## src/rtl/fetch_unit.sv

```systemverilog
// rtl/fetch_unit.sv - instruction fetch stage: PC, instruction register, branch redirect, HALT freeze
//
// Optional feature macro: FETCH_PERF_CNT_EN (builds the fetch performance counter).
//
// Ports:
//   clk            in   1  system clock, rising edge
//   rst            in   1  synchronous active-high reset
//   stall          in   1  decode/execute cannot accept a new instruction
//   branch_taken   in   1  instruction in instr_out resolved as a taken branch
//   branch_target  in   8  absolute branch target (bit 0 ignored)
//   instr_in       in   8  instruction byte from combinational memory at pc_address
//   pc_address     out  8  registered fetch address
//   instr_out      out  8  registered instruction for decode
//   instr_pc       out  8  address instr_out was fetched from
//   instr_valid    out  1  instr_out is a real instruction, not a bubble
//   halted         out  1  HALT fetched, stage frozen until reset
//   fetch_count    out 16  saturating count of valid fetches (0 when counter not built)

module fetch_unit (
  input  logic        clk,
  input  logic        rst,
  input  logic        stall,
  input  logic        branch_taken,
  input  logic [7:0]  branch_target,
  input  logic [7:0]  instr_in,
  output logic [7:0]  pc_address,
  output logic [7:0]  instr_out,
  output logic [7:0]  instr_pc,
  output logic        instr_valid,
  output logic        halted,
  output logic [15:0] fetch_count
);

  localparam logic [7:0] HALT_OPCODE = 8'hFF;
  localparam logic [7:0] NOP_OPCODE  = 8'h00;
  localparam logic [7:0] PC_STEP     = 8'd2;

  typedef enum logic {
    S_FETCH = 1'b0,
    S_HALT  = 1'b1
  } state_t;

  state_t      state_q, state_d;
  logic [7:0]  pc_q, pc_d;
  logic [7:0]  ir_q, ir_d;
  logic [7:0]  ipc_q, ipc_d;
  logic        valid_q, valid_d;

  // A branch can only be resolved against a real instruction; a taken flag
  // during a bubble has nothing to redirect and falls through to stall/fetch.
  logic branch_go;
  logic do_fetch;
  logic halt_hit;

  assign branch_go = (state_q == S_FETCH) && branch_taken && valid_q;
  assign do_fetch  = (state_q == S_FETCH) && !branch_go && !stall;
  assign halt_hit  = do_fetch && (instr_in == HALT_OPCODE);

  // State and datapath registers
  always_ff @(posedge clk) begin
    if (rst) begin
      state_q <= S_FETCH;
      pc_q    <= 8'h00;
      ir_q    <= NOP_OPCODE;
      ipc_q   <= 8'h00;
      valid_q <= 1'b0;
    end else begin
      state_q <= state_d;
      pc_q    <= pc_d;
      ir_q    <= ir_d;
      ipc_q   <= ipc_d;
      valid_q <= valid_d;
    end
  end

  // Next-state logic
  always_comb begin
    state_d = state_q;
    case (state_q)
      S_FETCH: if (halt_hit) state_d = S_HALT;
      S_HALT:  state_d = S_HALT;
      default: state_d = S_FETCH;
    endcase
  end

  // Datapath next values
  always_comb begin
    pc_d    = pc_q;
    ir_d    = ir_q;
    ipc_d   = ipc_q;
    valid_d = valid_q;
    case (state_q)
      S_FETCH: begin
        if (branch_go) begin
          // Wrong-path byte on instr_in is dropped; one bubble follows.
          pc_d    = {branch_target[7:1], 1'b0};
          valid_d = 1'b0;
        end else if (do_fetch) begin
          ir_d    = instr_in;
          ipc_d   = pc_q;
          valid_d = 1'b1;
          // HALT parks the PC on the HALT address instead of advancing.
          if (!halt_hit) pc_d = pc_q + PC_STEP;
        end
      end
      S_HALT: begin
        // HALT stays visible until decode accepts it, then becomes a bubble.
        if (!stall) valid_d = 1'b0;
      end
      default: ;
    endcase
  end

  assign pc_address  = pc_q;
  assign instr_out   = ir_q;
  assign instr_pc    = ipc_q;
  assign instr_valid = valid_q;
  assign halted      = (state_q == S_HALT);

`ifdef FETCH_PERF_CNT_EN
  logic [15:0] count_q;

  always_ff @(posedge clk) begin
    if (rst) begin
      count_q <= 16'h0000;
    end else if (do_fetch && (count_q != 16'hFFFF)) begin
      count_q <= count_q + 16'd1;
    end
  end

  assign fetch_count = count_q;
`else
  assign fetch_count = 16'h0000;
`endif

endmodule

```

## config.mk

```make
export PLATFORM = sky130hd
export DESIGN_NAME = fetch_unit
export DESIGN_NICKNAME = d
export VERILOG_FILES = /design/src/rtl/fetch_unit.sv
export SDC_FILE = /design/constraint.sdc
export NUM_CORES = 1
export LEC_CHECK = 0
export ABC_CLOCK_PERIOD_IN_PS = 1300
export BUFFER_PORTS_ARGS = -buffer_cell sky130_fd_sc_hd__buf_2
export CAP_MARGIN = 30
export CORE_AREA = 5 5 65 61
export DETAILED_ROUTE_END_ITERATION = 8
export DIE_AREA = 0 0 70 66
export HOLD_SLACK_MARGIN = 0.06
export PLACE_DENSITY_LB_ADDON = 0.15
export SETUP_SLACK_MARGIN = 0.05
export SYNTH_ARGS = -nofsm -noshare
export SYNTH_HDL_FRONTEND = slang
export SYNTH_SLANG_ARGS = --single-unit
```

## constraint.sdc

```tcl
create_clock -name clk -period 1.3 [get_ports clk]
set_input_delay 0.13 -clock clk [delete_from_list [all_inputs] [get_ports clk]]
set_output_delay 0.13 -clock clk [all_outputs]
set_load 0.05 [all_outputs]
```

Yosys cells after proc, flatten, opt, wreduce, memory -nomap -nowiden
Index checks and enable logic that the tools add are counted.
{"block": "word_totals", "register_bits": 26, "inputBits": 20, "elab_cells": 32}
{"block": "op_classes", "add_sub_neg": 1, "eq_ne": 4, "n_mux": 9, "n_bitwise": 2, "n_reduce_logical": 11}
{"op": "8-bit 2-to-1 mux", "count": 3}
{"op": "8-bit by 2-bit adder with 8-bit output (second input constant)", "count": 1}
{"op": "8-bit == test (second input constant)", "count": 1}
{"op": "3-bit AND reduction", "count": 2}
{"op": "1-bit logical AND", "count": 5}
{"op": "1-bit 2-to-1 mux", "count": 4}
{"op": "2-bit inequality test (second input constant)", "count": 2}
{"op": "1-bit case mux with 2 select lines", "count": 2}
{"op": "3-bit inequality test (second input constant)", "count": 1}
{"op": "1-bit zero test", "count": 2}
{"op": "1-bit inverter", "count": 2}
{"op": "2-bit AND reduction", "count": 1}
{"op": "2-bit nonzero test", "count": 1}

Longest topological paths before layout
{"block": "logic_depth", "ltp_word": 10, "depth_mapped": 6, "mapped_depth_nobuf": 5}

Worst setup path before layout
No wires, ideal clock.
{"block": "synth_timing", "kind": "flip-flop to flip-flop", "from": "register pc_q[1] (netlist: pc_address[1])", "to": "register pc_q[7] (netlist: pc_address[7])", "arrival_time_ns": 1.570, "required_ns": 1.221, "path_slack_ns": -0.349, "path_stages_with_launch": 6, "n_path_buf": 0, "cell_sequence": "dfxtp_1 -> ha_1 -> and4bb_1 -> o211ai_1 -> xor2_1 -> a211oi_2"}
{"block": "synth_between", "elab_chain_len": 4}
{"element": "start, declared", "line": "44", "rtl": "logic [7:0] pc_q, pc_d;"}
{"element": "start signal, assigned", "line": "69", "rtl": "pc_q <= pc_d;"}
{"element": "8-bit by 2-bit adder with 8-bit output", "line": "103", "rtl": "if (!halt_hit) pc_d = pc_q + PC_STEP;"}
{"element": "8-bit 2-to-1 mux", "line": "103"}
{"element": "8-bit 2-to-1 mux", "line": "98", "rtl": "end else if (do_fetch) begin"}
{"element": "8-bit 2-to-1 mux", "line": "94", "rtl": "if (branch_go) begin"}
Every way passes these cells. The select of a mux whose other input is x is not followed.
A chain may end at the register's enable or synchronous reset.

Worst setup path after layout
{"block": "layout_timing", "from": "register pc_q[2] (netlist: pc_address[2])", "to": "register pc_q[7] (netlist: pc_address[7])"}
Same word-level chain as after synthesis.

==> summary.md <==
| Metric | Value |
|---|---|
| CP max stage cell | dfxtp_4 |
| Tcrit/Tclk final | 94.6% |
| Top post-synthesis cells by area | dfxtp_1, buf_4, nand2_1 |
| Delay of the slowest critical-path stage | 0.41 ns |
| Final Hold Violating Endpoints | 0 |
| Fillers | 340 |
| Reg area | 505 um2 |
| Netlist Area Pre-Place | 1260 um2 |
| Worst reg2reg path depth | 5 |
| Worst-path maximum fanout | 5 |
| Warnings, synthesis | 0 |
| Vias per cell | 4.57 |
| Hold depth | 3 |
| Routability cong. | 0.745 |
| Worst reg2reg endpoint | pc_address[7] |
| Max-Cap Viols | 0 |
| # diodes | 0 |
| Post-synth top cells | nand2_1, dfxtp_1, buf_4 |
| P_leak | 0.726 nW |
| Layout cells sized above 1 | 44.3% |
| Pre-CTS setup slack | -0.0320 ns |
| DP Wirelength | 2160 um |
| Worst VDD drop | 0.568 mV |
| Area of the die | 4620 um2 |
| Area grow syn2layout | 29.7% |
| Num CTS Buffers | 3 |
| Via count of the first global-routing pass | 1034 |
| Async set-reset flop share out of synthesis | 0% |
| CTS Sinks | 24 |
| Setup slack, reg-to-reg | 0.07 ns |
| Num ports | 62 |
| Routed Antenna Nets | 0 |
| Fmax | 813 MHz |
| Top FF cell, synth | dfxtp_1 |
| Final Skew | 0.00794 ns |
| Remaining Overflow, GRT | 0 |
| Initial Util | 38.7% |
| Crit start category | flop |
| Post-route setup slack | 0.0701 ns |
| Skew-Pair Late Insertion Delay | 0.32 ns |
| CP endpoint kind | flop |
| Distinct cells, synth | 28 |
| Drt drc | 0 |
| Drt total wl | 2990 um |
| Outcome | finished clean |
| Footprint of the multi-input gates | 676 um2 |
| Worst min path class | in -> reg |
| Mean Syn Cell Area | 8.99 um2 |
| Worst-path cell chain | ha_4, and4bb_1, o211ai_1, xor2_1, a211oi_2 |
| First-pass GRT wire length | 4830 um |
| WL/cell | 12.7 um |
| Yosys top cell by area | dfxtp_1 |
| # setup viols final | 0 |
| Final Power | 0.00191 W |
| Hold wc startpoint | branch_target[6] |
| Reg-to-reg critical path startpoint | pc_address[2] |
| Critical Path AT | 1.49 ns |
| GRT Util Overall | 12.9% |
| Drt pass-1 iters | 4 |
| EDFF count, synth | 0 |
| Hold EP | pc_address[6] |
| Worst-path clk slew | 0.14 ns |
| Chip height | 66 um |
| Die width | 70 um |
| Crit path required time | 1.56 ns |
| Antenna violations before repair | 0 |
| Via count | 1079 |
| Final-stage net count | 214 |
| Mapped Cells | 140 |
| Pwr/cell area | 1170 nW/um2 |
| Final Critical Period | 1.23 ns |
| TritonCTS clock tree | yes |
| Initial DRC count | 52 |
| Register area share after synthesis | 38.2% |
| Port Buf Inserts | 42 |
| Top cell type's share of synthesized area | 38.2% |
| H-Tree Depth | 1 |
| Std-Cell Rows | 20 |
| FF+latch count, synth | 24 |
| Max Transition Viols Final | 0 |
| Critical path class | reg -> reg |
| Top-count cell post-synth | nand2_1 |
| Maximum clock insertion buffer count | 2 |
| Core ar. | 3250 um2 |
| Root buffer cell | clkbuf_4 |
| RSZ-0062 raised after global routing | true |
| Largest net degree at the start of global routing | 16 |
[report_power, final]
| part | switching (W) | internal [W] |
|---|---|---|
| registers | 0.0000388 | 0.000779 |
| logic | 0.000404 | 0.000141 |
| clock network | 0.000235 | 0.000312 |
| total | 0.000677 | 0.00123 |
[what timing repair did]
action | in CTS | in global routing
pin swaps | 6 | 6
gates resized for setup | 1 | 4
hold buffers | 8 | 0
setup endpoints to repair | 8 | 22
hold endpoints to repair | 8 | 0
setup buffers | 2 | 0
[kinds of logic (layout without fill, tap and decap cells)]
group | count (synthesis) | after routing | synth area share, %
other | 1 | 18 | 0.298
flip-flops | 24 | 24 | 38.2
adder cells (fa/ha/maj) | 1 | 1 | 0.994
XOR/XNOR | 6 | 6 | 4.17
buffers and inverters | 26 | 61 | 15.4
AO/OA/AOI/OAI | 31 | 31 | 20.8
AND/OR/NAND/NOR | 50 | 50 | 19.4
multiplexers | 1 | 1 | 0.795
[per-stage QoR]
| step | TNS, ns | std cells | area, um2 | hold slack [ns] | utilization, % |
|---|---|---|---|---|---|
| 5_1_grt | 0 | 236 | 1630 | 0.0696 | 50.2 |
| 6_report | 0 | 236 | 1630 | 0.0869 | 50.2 |
| 2_1_floorplan | -0.0134 | 157 | 1370 | 0.185 | - |
| 3_3_place_gp | -0.00613 | 222 | 1470 | 0.401 | 45.3 |
| 4_1_cts | 0 | 236 | 1620 | 0.0682 | 49.8 |
| 3_5_place_dp | -0.0879 | 222 | 1470 | 0.405 | 45.3 |
[per-layer routing]
layer | vias to the layer above | share of wire, % | global-route usage [%]
li1 | 542 | - | -
met1 | 492 | 45 | 15.5
met2 | 41 | 46 | 22.3
met3 | 4 | 8.1 | 3.80
met4 | 0 | 1.0 | 4.31
met5 | - | 0 | 0
[sequential cells by signal, summed over array words and instances, names as in the netlist]
name         flops
instr_valid      1
instr_out        8
pc_address       7
halted           1
instr_pc         7
[worst max-delay path: cells and delay by family, from the launching register on]
kind / cells / cell delay, ns
AO/OA/AOI/OAI: 2 / 0.27
XOR/XNOR: 1 / 0.17
adder cells (fa/ha/maj): 1 / 0.14
flip-flops: 1 / 0.41
AND/OR/NAND/NOR: 1 / 0.18
[layout by cell type (no fill, tap or decap)]
cell type      count
ha_4               1
clkbuf_4           5
or2_4              1
dfxtp_2            2
o21ai_1            1
dlygate4sd3_1      8
and3_1             1
a211oi_2           7
nand2_1           31
nor2_1             7
dfxtp_4            6
a21oi_2            9
a21oi_1            7
nor2_2             2
buf_4              6
nor2_4             1
and2_1             2
a211oi_1           1
xor2_1             6
and4bb_1           2
nand4_2            1
o21ai_2            1
dfxtp_1           16
o2111ai_1          1
o211ai_1           4
conb_1            18
bufinv_16          1
mux2i_1            1
inv_1              1
nand4_4            1
buf_2             40
nand2_2            1
[worst max path at each step]
stage                   from             to  slack (ns)  depth (start not counted)
2_1_floorplan  pc_address[1]  pc_address[7]       -0.01                          5
4_1_cts               halted  pc_address[4]        0.05                          4
6_report       pc_address[2]  pc_address[7]        0.07                          5
3_5_place_dp     instr_valid    instr_valid       -0.03                          4
5_1_grt        pc_address[2]  pc_address[7]        0.01                          5
3_3_place_gp     instr_valid    instr_valid      -0.006                          4
[cell type report]
| class | instances | area share (%) |
|---|---|---|
| Timing Repair Buffer | 56 | 20.8 |
| Clock buffer | 3 | 1.38 |
| Multi-Input combinational cell | 107 | 41.4 |
| Tap cell | 44 | 3.37 |
| Sequential cell | 24 | 31.0 |
| Clock inverter | 1 | 1.84 |
| Inverter | 1 | 0.230 |
No activity file was read; power rests on OpenSTA's default activity.
